### config.mk
export PLATFORM = sky130hd
export DESIGN_NAME = dual_core_mem_arbiter
export DESIGN_NICKNAME = d
export VERILOG_FILES = /design/src/rtl/mem_arb_pkg.sv /design/src/rtl/rr_arbiter_2.sv /design/src/rtl/dual_core_mem_arbiter.sv
export SDC_FILE = /design/constraint.sdc
export NUM_CORES = 1
export LEC_CHECK = 0
export ABC_AREA = 0
export CAP_MARGIN = 20
export CORE_MARGIN = 5
export CORE_UTILIZATION = 35
export CTS_BUF_LIST = sky130_fd_sc_hd__clkbuf_4 sky130_fd_sc_hd__clkbuf_8
export CTS_CLUSTER_DIAMETER = 60
export DETAILED_ROUTE_END_ITERATION = 10
export GPL_TIMING_DRIVEN = 1
export PLACE_DENSITY_LB_ADDON = 0.12
export SLEW_MARGIN = 15
export SYNTH_ARGS = -nofsm -noshare
export SYNTH_HDL_FRONTEND = slang
export SYNTH_SLANG_ARGS = --single-unit
### constraint.sdc
create_clock -name clk -period 5.15 [get_ports clk]
set_input_delay 0.515 -clock clk [delete_from_list [all_inputs] [get_ports clk]]
set_output_delay 0.515 -clock clk [all_outputs]
set_load 0.005 [all_outputs]
### src/rtl/mem_arb_pkg.sv
// rtl/mem_arb_pkg.sv - shared types and default widths for the dual-core memory arbiter
package mem_arb_pkg;

  localparam int DEF_ADDR_W         = 32;
  localparam int DEF_DATA_W         = 32;
  localparam int DEF_TIMEOUT_CYCLES = 255;

  typedef enum logic [1:0] {
    IDLE  = 2'd0,
    ISSUE = 2'd1,
    WAIT  = 2'd2,
    RESP  = 2'd3
  } state_t;

  typedef struct packed {
    logic                      we;
    logic [DEF_ADDR_W-1:0]     addr;
    logic [DEF_DATA_W-1:0]     wdata;
    logic [DEF_DATA_W/8-1:0]   wstrb;
  } mem_req_t;

endpackage

### src/rtl/rr_arbiter_2.sv
// rtl/rr_arbiter_2.sv - two-way round-robin arbiter with one-hot grant
module rr_arbiter_2 (
  input  logic       clk,
  input  logic       rst_n,
  input  logic [1:0] req,
  input  logic       update,
  input  logic       update_id,
  output logic [1:0] grant
);

  // Remembers the most recently served core; reset to 1 so core0 wins the first tie
  logic last_grant;

  // Record the served core when the transaction completes
  always_ff @(posedge clk or negedge rst_n) begin
    if (!rst_n) begin
      last_grant <= 1'b1;
    end else if (update) begin
      last_grant <= update_id;
    end
  end

  // Sole requester wins; on a tie the core that was not served last wins
  always_comb begin
    grant = 2'b00;
    case (req)
      2'b01:   grant = 2'b01;
      2'b10:   grant = 2'b10;
      2'b11:   grant = last_grant ? 2'b01 : 2'b10;
      default: grant = 2'b00;
    endcase
  end

endmodule

### src/rtl/dual_core_mem_arbiter.sv
// rtl/dual_core_mem_arbiter.sv - merges two core data-memory ports onto one shared memory port
module dual_core_mem_arbiter
  import mem_arb_pkg::*;
#(
  parameter int ADDR_W         = DEF_ADDR_W,
  parameter int DATA_W         = DEF_DATA_W,
  parameter int TIMEOUT_CYCLES = DEF_TIMEOUT_CYCLES
) (
  input  logic                clk,
  input  logic                rst_n,
  input  logic                c0_req_valid,
  output logic                c0_req_ready,
  input  logic                c0_req_we,
  input  logic [ADDR_W-1:0]   c0_req_addr,
  input  logic [DATA_W-1:0]   c0_req_wdata,
  input  logic [DATA_W/8-1:0] c0_req_wstrb,
  output logic                c0_rsp_valid,
  output logic [DATA_W-1:0]   c0_rsp_rdata,
  output logic                c0_rsp_err,
  input  logic                c1_req_valid,
  output logic                c1_req_ready,
  input  logic                c1_req_we,
  input  logic [ADDR_W-1:0]   c1_req_addr,
  input  logic [DATA_W-1:0]   c1_req_wdata,
  input  logic [DATA_W/8-1:0] c1_req_wstrb,
  output logic                c1_rsp_valid,
  output logic [DATA_W-1:0]   c1_rsp_rdata,
  output logic                c1_rsp_err,
  output logic                mem_valid,
  input  logic                mem_ready,
  output logic                mem_we,
  output logic [ADDR_W-1:0]   mem_addr,
  output logic [DATA_W-1:0]   mem_wdata,
  output logic [DATA_W/8-1:0] mem_wstrb,
  input  logic                mem_rvalid,
  input  logic [DATA_W-1:0]   mem_rdata
);

  localparam int STRB_W = DATA_W / 8;
  localparam int CNT_W  = $clog2(TIMEOUT_CYCLES + 1);
  localparam logic [CNT_W-1:0] TMO_LAST = CNT_W'(TIMEOUT_CYCLES - 1);
  localparam logic [CNT_W-1:0] TMO_MAX  = CNT_W'(TIMEOUT_CYCLES);

  state_t              state_q, state_d;
  logic                owner_q;
  logic                we_q;
  logic [ADDR_W-1:0]   addr_q;
  logic [DATA_W-1:0]   wdata_q;
  logic [STRB_W-1:0]   wstrb_q;
  logic [CNT_W-1:0]    tmo_cnt_q;
  logic [DATA_W-1:0]   rdata_q;
  logic                err_q;
  logic [1:0]          grant;
  logic                accept;
  logic                in_flight;
  logic                tmo_fire;
  logic                rsp0;
  logic                rsp1;

  rr_arbiter_2 u_arb (
    .clk       (clk),
    .rst_n     (rst_n),
    .req       ({c1_req_valid, c0_req_valid}),
    .update    (state_q == RESP),
    .update_id (owner_q),
    .grant     (grant)
  );

  assign accept    = (state_q == IDLE) && (grant != 2'b00);
  assign in_flight = (state_q == ISSUE) || (state_q == WAIT);
  // The last allowed cycle is the one where the counter reads TIMEOUT_CYCLES-1;
  // a transaction that completes normally in that cycle still wins.
  assign tmo_fire  = (tmo_cnt_q >= TMO_LAST) &&
                     (((state_q == ISSUE) && !mem_ready) ||
                      ((state_q == WAIT) && !mem_rvalid));

  // State register
  always_ff @(posedge clk or negedge rst_n) begin
    if (!rst_n) begin
      state_q <= IDLE;
    end else begin
      state_q <= state_d;
    end
  end

  // Next-state logic; rvalid is only looked at in WAIT, so data coinciding with accept or arriving late is dropped
  always_comb begin
    state_d = state_q;
    case (state_q)
      IDLE:  if (accept) state_d = ISSUE;
      ISSUE: begin
        if (mem_ready)     state_d = we_q ? RESP : WAIT;
        else if (tmo_fire) state_d = RESP;
      end
      WAIT:  if (mem_rvalid || tmo_fire) state_d = RESP;
      RESP:  state_d = IDLE;
      default: state_d = IDLE;
    endcase
  end

  // Outputs: ready only in IDLE for the granted core, response muxed to the owner only
  always_comb begin
    c0_req_ready = rst_n && (state_q == IDLE) && grant[0];
    c1_req_ready = rst_n && (state_q == IDLE) && grant[1];
    mem_valid    = (state_q == ISSUE);
    rsp0         = (state_q == RESP) && !owner_q;
    rsp1         = (state_q == RESP) && owner_q;
    c0_rsp_valid = rsp0;
    c1_rsp_valid = rsp1;
    c0_rsp_rdata = rsp0 ? rdata_q : '0;
    c1_rsp_rdata = rsp1 ? rdata_q : '0;
    c0_rsp_err   = rsp0 && err_q;
    c1_rsp_err   = rsp1 && err_q;
  end

  assign mem_we    = we_q;
  assign mem_addr  = addr_q;
  assign mem_wdata = wdata_q;
  assign mem_wstrb = wstrb_q;

  // Request latch: captured from the granted core on accept, held until the next accept
  always_ff @(posedge clk or negedge rst_n) begin
    if (!rst_n) begin
      owner_q <= 1'b0;
      we_q    <= 1'b0;
      addr_q  <= '0;
      wdata_q <= '0;
      wstrb_q <= '0;
    end else if (accept) begin
      owner_q <= grant[1];
      we_q    <= grant[1] ? c1_req_we    : c0_req_we;
      addr_q  <= grant[1] ? c1_req_addr  : c0_req_addr;
      wdata_q <= grant[1] ? c1_req_wdata : c0_req_wdata;
      wstrb_q <= grant[1] ? c1_req_wstrb : c0_req_wstrb;
    end
  end

  // Watchdog: cleared when entering ISSUE, counts ISSUE/WAIT cycles, saturates
  always_ff @(posedge clk or negedge rst_n) begin
    if (!rst_n) begin
      tmo_cnt_q <= '0;
    end else if (accept) begin
      tmo_cnt_q <= '0;
    end else if (in_flight && (tmo_cnt_q != TMO_MAX)) begin
      tmo_cnt_q <= tmo_cnt_q + 1'b1;
    end
  end

  // Response payload: zeroed on accept, read data captured in WAIT, error flagged on timeout
  always_ff @(posedge clk or negedge rst_n) begin
    if (!rst_n) begin
      rdata_q <= '0;
      err_q   <= 1'b0;
    end else if (accept) begin
      rdata_q <= '0;
      err_q   <= 1'b0;
    end else if ((state_q == WAIT) && mem_rvalid) begin
      rdata_q <= mem_rdata;
    end else if (tmo_fire) begin
      rdata_q <= '0;
      err_q   <= 1'b1;
    end
  end

endmodule

Word-level counts from Yosys, hierarchy flattened
Index checks and enable logic that the tools add are counted.

storage, ports and cells
  word-level logic and storage cells = 71
  output and inout port bits = 140
  bits in registers = 114

cells by class
  add/sub/neg operators = 1
  equal/unequal tests = 11
  order comparisons = 1
  multiplexer cells = 22
  reductions and logical operators = 26

operators by type and width
  kind                                                                     number
  32-bit 2-to-1 mux                                                        7
  8-bit 2-to-1 mux                                                         2
  1-bit logical AND                                                        13
  2-bit 2-to-1 mux                                                         5
  8-bit by 1-bit adder with 8-bit output, second input constant            1
  2-bit equality test, second input constant                               4
  8-bit >= comparator, second input constant                               1
  8-bit inequality test, second input constant                             1
  2-bit case mux with 4 select lines                                       1
  2-bit case mux with 3 select lines                                       1
  2-bit nonzero test                                                       3
  1-bit 2-to-1 mux                                                         5
  2-bit by 1-bit equality test with 1-bit output, second input constant    2
  4-bit 2-to-1 mux                                                         1
  2-bit inequality test, second input constant                             2
  1-bit zero test                                                          3
  1-bit logical OR                                                         3
  3-bit by 1-bit inequality test with 1-bit output, second input constant  1
  3-bit AND reduction                                                      1
  3-bit nonzero test                                                       1
  2-bit zero test                                                          1
  2-bit by 1-bit inequality test with 1-bit output, second input constant  1
  2-bit AND reduction                                                      1

Logic depth before layout (Yosys ltp)
  depth in word-level cells = 7
  depth in mapped cells = 8
  depth with buffers taken out = 6

Hierarchy
Synthesis repeated with hierarchy kept, for this count alone.

second synthesis, totals
  cells, all modules = 541
  area total of the unflattened synthesis = 5582.9 µm²

by module, submodules not included
  module                 times used  cells an instance  area an instance (µm²)  sequential area each (µm²)
  dual_core_mem_arbiter  1           535                5521.5                  2827.7
  rr_arbiter_2           1           6                  61.3                    26.3

Least setup slack after synthesis
OpenSTA, ideal clock, no wires.

  kind = reg-to-output
  start point = register state_q[1]
  end point = output c0_rsp_rdata[22]
  arrival time = 1.299 ns
  cell stages (with the launch flop) = 5
  setup slack = 3.336 ns
  path through = dfrtp_1 -> ha_1 -> nor2b_1 -> clkbuf_1 -> and2_1

between the ends
  word-level cells in the longest chain between the ends = 3

RTL lines
  item                    RTL line                      RTL
  start, declared         dual_core_mem_arbiter.sv:44   state_t state_q, state_d;
  start signal, assigned  dual_core_mem_arbiter.sv:82   state_q <= state_d;
  2-bit equality test     dual_core_mem_arbiter.sv:106  rsp0 = (state_q == RESP) && !owner_q;
  1-bit logical AND       dual_core_mem_arbiter.sv:106
  net c0_rsp_valid        dual_core_mem_arbiter.sv:17   output logic c0_rsp_valid,
  32-bit 2-to-1 mux       dual_core_mem_arbiter.sv:110  c0_rsp_rdata = rsp0 ? rdata_q : '0;
  end, declared           dual_core_mem_arbiter.sv:18   output logic [DATA_W-1:0] c0_rsp_rdata,

The timed path passes the listed nets, and every way through them passes these cells.

Worst setup path after layout
  start point = register state_q[1]
  end point = output c0_rsp_rdata[29]

between the ends
  word-level cells in the longest chain between the ends = 3

RTL lines
  item                 RTL line
  2-bit equality test  dual_core_mem_arbiter.sv:106
  1-bit logical AND    dual_core_mem_arbiter.sv:106
  32-bit 2-to-1 mux    dual_core_mem_arbiter.sv:110

Every way passes these cells.

==> results.txt <==
The flow ran to the end, and the final reports show no timing, DRC or antenna violations. The total power divided by cell area was 458.2 nW/um^2. In the layout the commonest cells are 314 x sky130_fd_sc_hd__clkdlybuf4s50_1, 113 x sky130_fd_sc_hd__dfrtp_1, 74 x sky130_fd_sc_hd__nand2_1. The worst-case IR drop observed on VDD is 0.1968 mV. The data required time at the worst endpoint was 4.64 ns; the relative slew slack was 38.66%. In this run, CTS created clock tree buffers numbering 17. For this configuration, the core starts out at a cell density of 35.31%.

Clock transition at the registers of the reported paths: 0.07 ns. Once placement finished, the instance area stood at 8855 sq um. TritonCTS built the clock tree. After clock tree synthesis, the repair step resized 0 gates. The pre-antenna-repair detailed-routing pass consisted of 5 iterations. The number of placement rows was 46. The average detailed-routed wire length per instance was 16.85 um. The die is 135.9 um wide. The logs give 5207 for the via count of the first global-routing pass and 0 for the count of antenna diodes in the layout. After technology mapping, the gate count stands at 535.

At the end of the flow, the number of nets in the layout was 1020. The logs give 0.41 ns for the clock insertion delay at the later pin of the skew report and 0 for the count of hold-fix buffers inserted at cts. Summed over all failing endpoints, the final setup total negative slack is 0 ns. The signal on the critical path passes through ha_1, nor2b_1, buf_4, and2_1, clkdlybuf4s50_1. The run gives 18470 sq um as the die area. The run gives 0 as the initial antenna violation count. When the netlist entered floorplanning its net count stood at 718. Across the run, the number of max-cap violations was 0.

The final layout contains routed wiring with a total length of 17.96 mm. Detailed placement ended at an HPWL of 14.01 mm. The tools report the number of pins with negative max-slew slack in the final report as 0. For this run, the slowest stage of the critical path takes 0.77 ns. The number of nets with antenna violations after routing was 0; the worst clock skew on the final layout was 0.006450 ns. For the total number of vias, the log shows 5086. The first global-routing pass estimated 27.28 mm of wire. In this run the post-CTS setup repair buffer count came out at 0. CTS built an H-tree with a depth of 4.

During I/O placement, the number of pins put on the boundary was 316. Relative to the synthesized area, the layout overhead comes to 66.94%. The run gives 119 as the pin count of the biggest net entering global routing. In the post-synthesis netlist, the biggest area contributors are sky130_fd_sc_hd__dfrtp_1 51%, sky130_fd_sc_hd__mux2i_1 12%, sky130_fd_sc_hd__a22o_1 5.2%. The die is 135.9 um tall. For the pin with the worst max-slew slack, the measured transition is 0.9201 ns. The final estimated routing congestion in global placement was 0.7927; the number of distinct library cells after synthesis was 41. The critical path class was reg2out. The maximum buffer depth of the clock tree is 2.

The maximum net fanout on the critical path is 36, and the minimum clock period is 3.313 ns. Dominant cell type by area after synthesis: sky130_fd_sc_hd__dfrtp_1. The tools report the aggregate global-route resource usage as 19.03%. In this run the cell area of the synthesized design comes to 5548 sq um. The logs give 0 for the number of endpoints with negative hold slack in the final report and 9261 sq um for the final cell area excluding filler cells. The number of filler cells placed in the layout was 1315. The first routing iteration left 174 violations. The floorplan step defined a core boundary enclosing 15710 sq um. Cells with a size suffix above 1 make up 5.647% of the layout. Data arrives at the worst endpoint at 2.80 ns.

For this run, the number of Yosys warnings is 0. Among all stages on the critical path, the largest delay is contributed by sky130_fd_sc_hd__ha_1. The via density per instance works out to 4.771. The min-delay analysis places its worst path in the category in2async. After global routing the overflow that remains totals 0. Sequential elements use 51.44% of the synthesized area.

Area share of the largest cell type after synthesis: 50.97%. Number of remaining DRC errors: 0. Setup repair after global routing left no endpoint under its margin. The tools report the clock sink count as 114.

Count of input and output buffers: 315. The synthesized design contains 114 register bits. The cell sitting at the root of the clock tree is a sky130_fd_sc_hd__clkbuf_8. The count of final setup violators is 0.

The share of the clock period used by the worst path after layout came out at 64.34%. The startpoint class of the critical path is a flip-flop. The most common cell after layout, fill and taps aside is sky130_fd_sc_hd__clkdlybuf4s50_1. Prior to clock tree synthesis, the placed netlist has a worst setup slack of 2.145 ns. The upper clock frequency limit was 301.8 MHz.

The worst setup path is captured at an output port. The average instance area after synthesis is 10.37 sq um, and the least setup slack across all paths after layout is 1.837 ns. In this run the static leakage power is 0.004109 uW.
-- synthesized netlist by cell type --
library cell                number
sky130_fd_sc_hd__o21a_1          2
sky130_fd_sc_hd__a21boi_1        2
sky130_fd_sc_hd__a211oi_2        1
sky130_fd_sc_hd__a211oi_1        1
sky130_fd_sc_hd__nand4_1         3
sky130_fd_sc_hd__a31o_2          1
sky130_fd_sc_hd__o21ai_2         1
sky130_fd_sc_hd__nor2_1          8
sky130_fd_sc_hd__buf_4           6
sky130_fd_sc_hd__and3_1         34
sky130_fd_sc_hd__dfrtp_1       113
sky130_fd_sc_hd__buf_2           7
sky130_fd_sc_hd__a21oi_1         6
sky130_fd_sc_hd__nor2b_1         2
sky130_fd_sc_hd__nor2_2          1
sky130_fd_sc_hd__o31ai_1         2
sky130_fd_sc_hd__mux2i_1        69
sky130_fd_sc_hd__nor3_1          2
sky130_fd_sc_hd__nand4_4         1
sky130_fd_sc_hd__buf_6           3
sky130_fd_sc_hd__a22o_1         33
sky130_fd_sc_hd__ha_1            7
sky130_fd_sc_hd__nand2b_1        2
sky130_fd_sc_hd__or3_1           1
sky130_fd_sc_hd__o21ai_0        42
sky130_fd_sc_hd__o21ai_1        30
sky130_fd_sc_hd__a311oi_1        2
sky130_fd_sc_hd__o2bb2ai_1       1
sky130_fd_sc_hd__dfstp_2         1
sky130_fd_sc_hd__a31oi_1         1
sky130_fd_sc_hd__nand3_1         5
sky130_fd_sc_hd__or4_1           1
sky130_fd_sc_hd__buf_1           2
sky130_fd_sc_hd__clkbuf_1       21
sky130_fd_sc_hd__o21bai_1        1
sky130_fd_sc_hd__nand2_1        74
sky130_fd_sc_hd__inv_1           8
sky130_fd_sc_hd__xnor2_1         1
sky130_fd_sc_hd__and2_1         34
sky130_fd_sc_hd__o211ai_1        2
sky130_fd_sc_hd__nor4_1          1
-- critical path, delay by kind of cell, from the launching register on --
family                     cells  cell delay (ns)
and+or+nand+nor                2             0.39
buffers and inverters          2             0.81
DFF                            1             0.39
adders and majority gates      1             0.77
-- power breakdown --
group          internal [uW]  leakage [uW]  switching, uW
logic                   1020       0.00246            824
clock network            480      0.000194            366
registers               1280       0.00146            277
total                   2780       0.00411           1470
-- path summary, 6_finish.rpt --
path | from | endpoint | slack (ns) | cells after the start
min in group clk | mem_wdata[26] | mem_wdata[26] | 0.48 | 2
max reg2reg | u_arb.last_grant | mem_wdata[22] | 2.91 | 5
min reg2reg | mem_wdata[26] | mem_wdata[26] | 0.48 | 2
max | state_q[1] | c0_rsp_rdata[29] | 1.84 | 5
max in group asynchronous | rst_n | mem_addr[24] | 3.76 | 2
min | rst_n | mem_wdata[5] | 0.10 | 1
-- metal layers --
| layer | vias up | GRT usage [%] | wire length (um) |
|---|---|---|---|
| met3 | 28 | 6.144 | 1570 |
| met4 | 0 | 6.775 | 444 |
| met2 | 236 | 32.49 | 8783 |
| met5 | - | 0 | 0 |
| li1 | 2488 | - | - |
| met1 | 2334 | 22.54 | 7162 |
-- area by class of cell --
class	instances	area (sq um)	share of cell area [%]
tap	216	270.3	2.918
clock buffer	18	241.5	2.607
timing repair buffer	322	3216	34.72
multi-input combinational	374	2485	26.83
inverter	8	30.03	0.3242
sequential	114	2854	30.82
clock inverter	14	165.2	1.783
-- flip-flops by register name, summed over array words and instances, names as in the netlist --
name	flops
err_q	1
u_arb.last_grant	1
state_q	2
rdata_q	32
mem_we	1
mem_wdata	32
tmo_cnt_q	8
mem_addr	32
owner_q	1
mem_wstrb	4
-- logic make-up after synthesis --
kind of cell    after synthesis  synth area share, %
compound gates              128                14.73
xor+xnor                      1               0.1579
fa+ha+maj                     7                1.579
buf+inv                      47                4.150
flops                       114                51.44
mux                          69                12.45
simple gates                169                15.49
-- stage by stage --
step | cells | power [uW] | hold WS (ns) | util (%)
finish | 1066 | 4243 | 0.1004 | 58.94
global route | 1066 | 4561 | 0.1223 | 58.94
CTS | 1066 | 4311 | 0.08989 | 58.94
detailed placement | 1034 | 3432 | 0.4689 | 56.35
global placement | 1034 | 3375 | 0.4618 | 56.35
floorplan | 535 | 2370 | 0.2194 | -
(Power assumes the default switching activity.)
